**src/rtl/id_exe_reg_pkg.sv**
```systemverilog
// Shared CPU package: EXE_CMD and branch-type encodings used by decode, the
// ID/EXE pipeline register and EXE, plus the packed control bundle layout.
package id_exe_reg_pkg;

    localparam int CMD_W     = 4;
    localparam int BR_W      = 2;
    localparam int REG_IDX_W = 5;

    typedef enum logic [1:0] {
        BR_NONE = 2'b00,
        BR_BEZ  = 2'b01,
        BR_BNE  = 2'b10,
        BR_JMP  = 2'b11
    } br_type_e;

    typedef enum logic [3:0] {
        EXE_ADD = 4'b0000,
        EXE_SUB = 4'b0010,
        EXE_AND = 4'b0100,
        EXE_OR  = 4'b0101,
        EXE_NOR = 4'b0110,
        EXE_XOR = 4'b0111,
        EXE_SHL = 4'b1000,
        EXE_SRA = 4'b1001,
        EXE_SRL = 4'b1010
    } exe_cmd_e;

    // Control bundle carried from ID to EXE; valid rides along so that a
    // squash clears it together with the side-effecting control bits.
    typedef struct packed {
        logic [CMD_W-1:0]     exe_cmd;
        logic                 is_immediate;
        logic                 mem_r_en;
        logic                 mem_w_en;
        logic                 wb_en;
        logic [BR_W-1:0]      br_type;
        logic [REG_IDX_W-1:0] dest;
        logic                 valid;
    } ctrl_t;

    localparam int CTRL_W = $bits(ctrl_t);

endpackage

```
**src/rtl/id_exe_reg_pipe_reg.sv**
```systemverilog
// Generic pipeline storage register: synchronous reset, clear over enable.
module pipe_reg #(
    parameter int W = 8
) (
    input  logic         clk,
    input  logic         rst,
    input  logic         en,
    input  logic         clr,
    input  logic [W-1:0] d,
    output logic [W-1:0] q
);

    logic [W-1:0] data_d;
    logic [W-1:0] data_q;

    // Next-state select: clear wins over load, otherwise hold.
    always_comb begin
        data_d = data_q;
        if (clr) begin
            data_d = '0;
        end else if (en) begin
            data_d = d;
        end else begin
            data_d = data_q;
        end
    end

    // Storage flops with synchronous active-high reset.
    always_ff @(posedge clk) begin
        if (rst) begin
            data_q <= '0;
        end else begin
            data_q <= data_d;
        end
    end

    assign q = data_q;

endmodule

```
**src/rtl/id_exe_reg.sv**
```systemverilog
// ID/EXE pipeline register with freeze, flush/bubble squash and saturating
// squash-event counters.
module id_exe_reg #(
    parameter int WORD_W = 32,
    parameter int CNT_W  = 16
) (
    input  logic              clk,
    input  logic              rst,
    input  logic              freeze,
    input  logic              flush,
    input  logic              bubble,
    input  logic [WORD_W-1:0] pc_in,
    input  logic [3:0]        EXE_CMD_in,
    input  logic              is_immediate_in,
    input  logic              MEM_R_EN_in,
    input  logic              MEM_W_EN_in,
    input  logic              WB_EN_in,
    input  logic [1:0]        br_type_in,
    input  logic [WORD_W-1:0] val1_in,
    input  logic [WORD_W-1:0] val2_in,
    input  logic [WORD_W-1:0] st_val_in,
    input  logic [4:0]        dest_in,
    input  logic [4:0]        src1_in,
    input  logic [4:0]        src2_in,
    output logic [WORD_W-1:0] pc_out,
    output logic [3:0]        EXE_CMD,
    output logic              is_immediate,
    output logic              MEM_R_EN,
    output logic              MEM_W_EN,
    output logic              WB_EN,
    output logic [1:0]        br_type,
    output logic [WORD_W-1:0] val1,
    output logic [WORD_W-1:0] val2,
    output logic [WORD_W-1:0] st_val,
    output logic [4:0]        dest,
    output logic [4:0]        src1,
    output logic [4:0]        src2,
    output logic              valid,
    output logic [CNT_W-1:0]  bubble_cnt,
    output logic [CNT_W-1:0]  flush_cnt
);

    import id_exe_reg_pkg::*;

    localparam int DATA_W = 4 * WORD_W + 2 * REG_IDX_W;
    localparam logic [CNT_W-1:0] CNT_MAX = {CNT_W{1'b1}};
    localparam logic [CNT_W-1:0] CNT_ONE = {{(CNT_W-1){1'b0}}, 1'b1};

    ctrl_t              ctrl_in_s;
    ctrl_t              ctrl_out_s;
    logic [CTRL_W-1:0]  ctrl_q_s;
    logic [DATA_W-1:0]  data_in_s;
    logic [DATA_W-1:0]  data_q_s;
    logic               load_en_s;
    logic               squash_s;
    logic [CNT_W-1:0]   flush_cnt_d;
    logic [CNT_W-1:0]   flush_cnt_q;
    logic [CNT_W-1:0]   bubble_cnt_d;
    logic [CNT_W-1:0]   bubble_cnt_q;

    // Stage control: freeze blocks everything, squash only applies when not frozen.
    always_comb begin
        load_en_s = ~freeze;
        squash_s  = ~freeze & (flush | bubble);
    end

    // Pack decode outputs into the control bundle; a loaded slot is valid.
    always_comb begin
        ctrl_in_s              = '0;
        ctrl_in_s.exe_cmd      = EXE_CMD_in;
        ctrl_in_s.is_immediate = is_immediate_in;
        ctrl_in_s.mem_r_en     = MEM_R_EN_in;
        ctrl_in_s.mem_w_en     = MEM_W_EN_in;
        ctrl_in_s.wb_en        = WB_EN_in;
        ctrl_in_s.br_type      = br_type_in;
        ctrl_in_s.dest         = dest_in;
        ctrl_in_s.valid        = 1'b1;
    end

    assign data_in_s = {pc_in, val1_in, val2_in, st_val_in, src1_in, src2_in};

    pipe_reg #(.W(CTRL_W)) u_ctrl_reg (
        .clk (clk),
        .rst (rst),
        .en  (load_en_s),
        .clr (squash_s),
        .d   (ctrl_in_s),
        .q   (ctrl_q_s)
    );

    pipe_reg #(.W(DATA_W)) u_data_reg (
        .clk (clk),
        .rst (rst),
        .en  (load_en_s),
        .clr (squash_s),
        .d   (data_in_s),
        .q   (data_q_s)
    );

    // Squash counters: flush takes precedence over bubble, both saturate.
    always_comb begin
        flush_cnt_d  = flush_cnt_q;
        bubble_cnt_d = bubble_cnt_q;
        if (freeze) begin
            flush_cnt_d  = flush_cnt_q;
            bubble_cnt_d = bubble_cnt_q;
        end else if (flush) begin
            if (flush_cnt_q != CNT_MAX) begin
                flush_cnt_d = flush_cnt_q + CNT_ONE;
            end else begin
                flush_cnt_d = flush_cnt_q;
            end
        end else if (bubble) begin
            if (bubble_cnt_q != CNT_MAX) begin
                bubble_cnt_d = bubble_cnt_q + CNT_ONE;
            end else begin
                bubble_cnt_d = bubble_cnt_q;
            end
        end else begin
            flush_cnt_d  = flush_cnt_q;
            bubble_cnt_d = bubble_cnt_q;
        end
    end

    // Counter flops with synchronous active-high reset.
    always_ff @(posedge clk) begin
        if (rst) begin
            flush_cnt_q  <= '0;
            bubble_cnt_q <= '0;
        end else begin
            flush_cnt_q  <= flush_cnt_d;
            bubble_cnt_q <= bubble_cnt_d;
        end
    end

    assign ctrl_out_s   = ctrl_t'(ctrl_q_s);
    assign EXE_CMD      = ctrl_out_s.exe_cmd;
    assign is_immediate = ctrl_out_s.is_immediate;
    assign MEM_R_EN     = ctrl_out_s.mem_r_en;
    assign MEM_W_EN     = ctrl_out_s.mem_w_en;
    assign WB_EN        = ctrl_out_s.wb_en;
    assign br_type      = ctrl_out_s.br_type;
    assign dest         = ctrl_out_s.dest;
    assign valid        = ctrl_out_s.valid;

    assign {pc_out, val1, val2, st_val, src1, src2} = data_q_s;

    assign flush_cnt  = flush_cnt_q;
    assign bubble_cnt = bubble_cnt_q;

endmodule

```
**config.mk**
```make
export PLATFORM = sky130hd
export DESIGN_NAME = id_exe_reg
export DESIGN_NICKNAME = d
export VERILOG_FILES = /design/src/rtl/id_exe_reg_pkg.sv /design/src/rtl/id_exe_reg_pipe_reg.sv /design/src/rtl/id_exe_reg.sv
export SDC_FILE = /design/constraint.sdc
export NUM_CORES = 1
export LEC_CHECK = 0
export CAP_MARGIN = 25
export CELL_PAD_IN_SITES_DETAIL_PLACEMENT = 1
export CELL_PAD_IN_SITES_GLOBAL_PLACEMENT = 1
export CORE_MARGIN = 3
export CORE_UTILIZATION = 32
export DETAILED_ROUTE_END_ITERATION = 12
export PLACE_DENSITY = 0.95
export REMOVE_ABC_BUFFERS = 1
export SYNTH_ARGS = -nofsm -noshare
export SYNTH_HDL_FRONTEND = slang
export SYNTH_SLANG_ARGS = --single-unit
```
**constraint.sdc**
```tcl
create_clock -name clk -period 3.7 [get_ports clk]
set_input_delay 0.74 -clock clk [delete_from_list [all_inputs] [get_ports clk]]
set_output_delay 0.74 -clock clk [all_outputs]
set_load 0.01 [all_outputs]
```
==> reports/metrics.cfg <==
[timing]
timing.hold.ws_ns = 0.475
setup_violations = 0
worst_slew_margin_rel_pct = 19.5
final_hold_viol_count = 0
clock_skew_ns = 0.00851
max_freq_ghz = 0.387
tightest_slew_ns = 1.21
setup_tns_ns = 0
rsz0062_at_grt = false
worst_slack_ns = 1.12
finalCritPeriodShare_pct = 69.8
min_period_ns = 2.58
slew_viol_final = 0

[floorplanning]
coreArea_um2 = 21300
die_area_um2 = 23700
start_util_pct = 32.9
io_pins = 344
placementRows = 53
die_y_um = 154
die_w_um = 154

[critical_path]
criticalPathCategory = input port to flip-flop
critPathLaunchType = input port
worstPathArrival_ns = 2.89
required_ns = 4.01
crit_path_cell_trace = clkdlybuf4s50_1 -> or3b_4 -> or3_4 -> a2111oi_2 -> mux2_2
crit_path_top_delay_cell = clkdlybuf4s50_1
cp_slowest_stage_delay_ns = 0.52
crit_buf_inv = 1
cp_max_fo = 12
worst_setup_path_end_kind = flip-flop
crit_family = simple AND/OR/NAND/NOR gates

[clock_tree]
cts.sinks = 186
cts_hold_buf = 0
cts_made_buffers = 17
clk_latency_ns = 0.42
cts_max_level = 4
cts.reportedPaths.clkPinSlew_ns = 0.07
cts_tree = built
post_cts_resized = 0
cts_setup_buffers = 0
clk_root_buffer_cell = clkbuf_16
clk_path_buf_depth = 2

[global_routing]
antenna_found_initial = 1
grt_first_pass_wirelength_um = 38500
overflow = 0
track_usage_pct = 20.4
grt_max_degree = 147
grt_pass1_vias = 6973

[finish]
fin_util_pct = 53.1
final_common_cell = clkdlybuf4s50_1
final_cell_mix = 342 x clkdlybuf4s50_1, 186 x dfxtp_1, 164 x nor2_1
area_growth_pct = 61.4
drive_gt1_share_pct = 5.13
nFillCells = 2314
nets = 1181
antenna_cells = 0

[synthesis]
synth-seq-cells = 186
ys.flop_type = dfxtp_1
syn_area_um2 = 7000
async_flop_share_pct = 0
synth_edf_count = 0
synth_top_area_share_pct = 53.2
syn_inst = 693
yosysWarningCount = 0
ys_types = 42
syn_avg_cell_area_um2 = 10.1
yosysSeqAreaShare_pct = 53.2
synth_largest_area_cell = dfxtp_1
synth_area_leaders = dfxtp_1 53%, mux2i_1 22%, nor2_1 8.8%

[detailed_routing]
vias = 6430
detail_route.iter0.violations = 164
drc = 0
final_antenna_net_count = 0
routed_wl_um = 25000
wl_per_cell_um = 19.1
viasPerCell = 4.92
first_pass_iters = 4

[place]
routabilityCongestion = 0.812
port_buffers = 343
place_ws_ns = 0.694
hpwl_um = 18700

[power]
leakagePower_nw = 4.47
powerDensity_nw_per_um2 = 399
p_total_mw = 4.50
vdd_ir_drop_max_mv = 0.268

[min_path]
min_path_type = flip-flop to flip-flop

[run]
max_cap_violations = 0

[outcome]
outcome = complete, no violations

==> per-layer routing <==
layer | up-vias | wire length (um) | share of wire, % | GRT usage (%)
met3 | 27 | 1900 | 7.6 | 7.32
met2 | 230 | 13500 | 54 | 38.5
met4 | 2 | 535 | 2.1 | 6.35
li1 | 3057 | - | - | -
met5 | - | 13 | 0.052 | 0
met1 | 3114 | 9000 | 36 | 20.9
==> registers in the layout, summed over array words and instances (netlist names) <==
| signal | flops |
|---|---|
| u_data_reg.q | 138 |
| flush_cnt | 16 |
| bubble_cnt | 16 |
| u_ctrl_reg.q | 16 |
==> power breakdown <==
group	switching, mW	internal [mW]
logic	0.250	0.374
registers	0.0431	2.08
clock network	0.873	0.889
total	1.17	3.34
==> synth_stat cells, types with 2 or more instances <==
cell type  number
or2_2           2
mux2i_1       155
mux2_2          5
nor3_1          9
a21oi_1        22
or3_4           2
or3_1           8
nand3_1         7
nand2_1         8
o31ai_1        12
dfxtp_1       186
buf_2           2
nand2b_1        4
inv_1           8
o21ai_0         8
and3b_1         2
buf_1          17
clkbuf_1       22
nor2b_1         6
nor2_1        164
nor4_1          2
ha_1            2
nand4_1        11
or4_1          11
==> cell type report <==
class	instances	area (um^2)	share of cell area, %
clock buffers	17	425	3.76
clock inverters	14	139	1.23
inverters	8	30.0	0.266
multi-input cells	458	3110	27.5
flip-flops and latches	186	3720	32.9
well taps	275	344	3.04
repair buffers	350	3540	31.3
==> through the flow <==
| stage | instance area, um^2 | instances |
|---|---|---|
| 2_1_floorplan | 6850 | 652 |
| 3_3_place_gp | 10700 | 1276 |
| 3_5_place_dp | 10700 | 1277 |
| 4_1_cts | 11300 | 1308 |
| 5_1_grt | 11300 | 1308 |
| 6_report | 11300 | 1308 |
==> cells by family (layout without fill, tap and decap cells) <==
family	count (synthesis)	in the layout	synth area share, %
and+or+nand+nor	245	245	16.3
DFF	186	186	53.2
muxes	160	160	23.0
AOI/OAI and AO/OA	51	51	4.61
buffers and inverters	49	389	2.66
adders and majority gates	2	2	0.357
==> worst register-to-register path: stages (launching register included) <==
cell     delay [ns]
dfxtp_1        0.41
ha_1           0.25
nand4_1        0.17
nor4_1         0.94
nor3b_1        0.20
mux2_2         0.33
==> path summary, 6_finish.rpt <==
kind	startpoint	endpoint	slack [ns]	cells past startpoint
hold reg to reg	u_ctrl_reg.q[0]	u_ctrl_reg.q[0]	0.48	2
setup / recovery	flush	bubble_cnt[15]	1.12	5
hold / removal	u_ctrl_reg.q[0]	u_ctrl_reg.q[0]	0.48	2
setup reg to reg	flush_cnt[0]	flush_cnt[0]	1.29	5
Power figures use the tool's default switching activity.
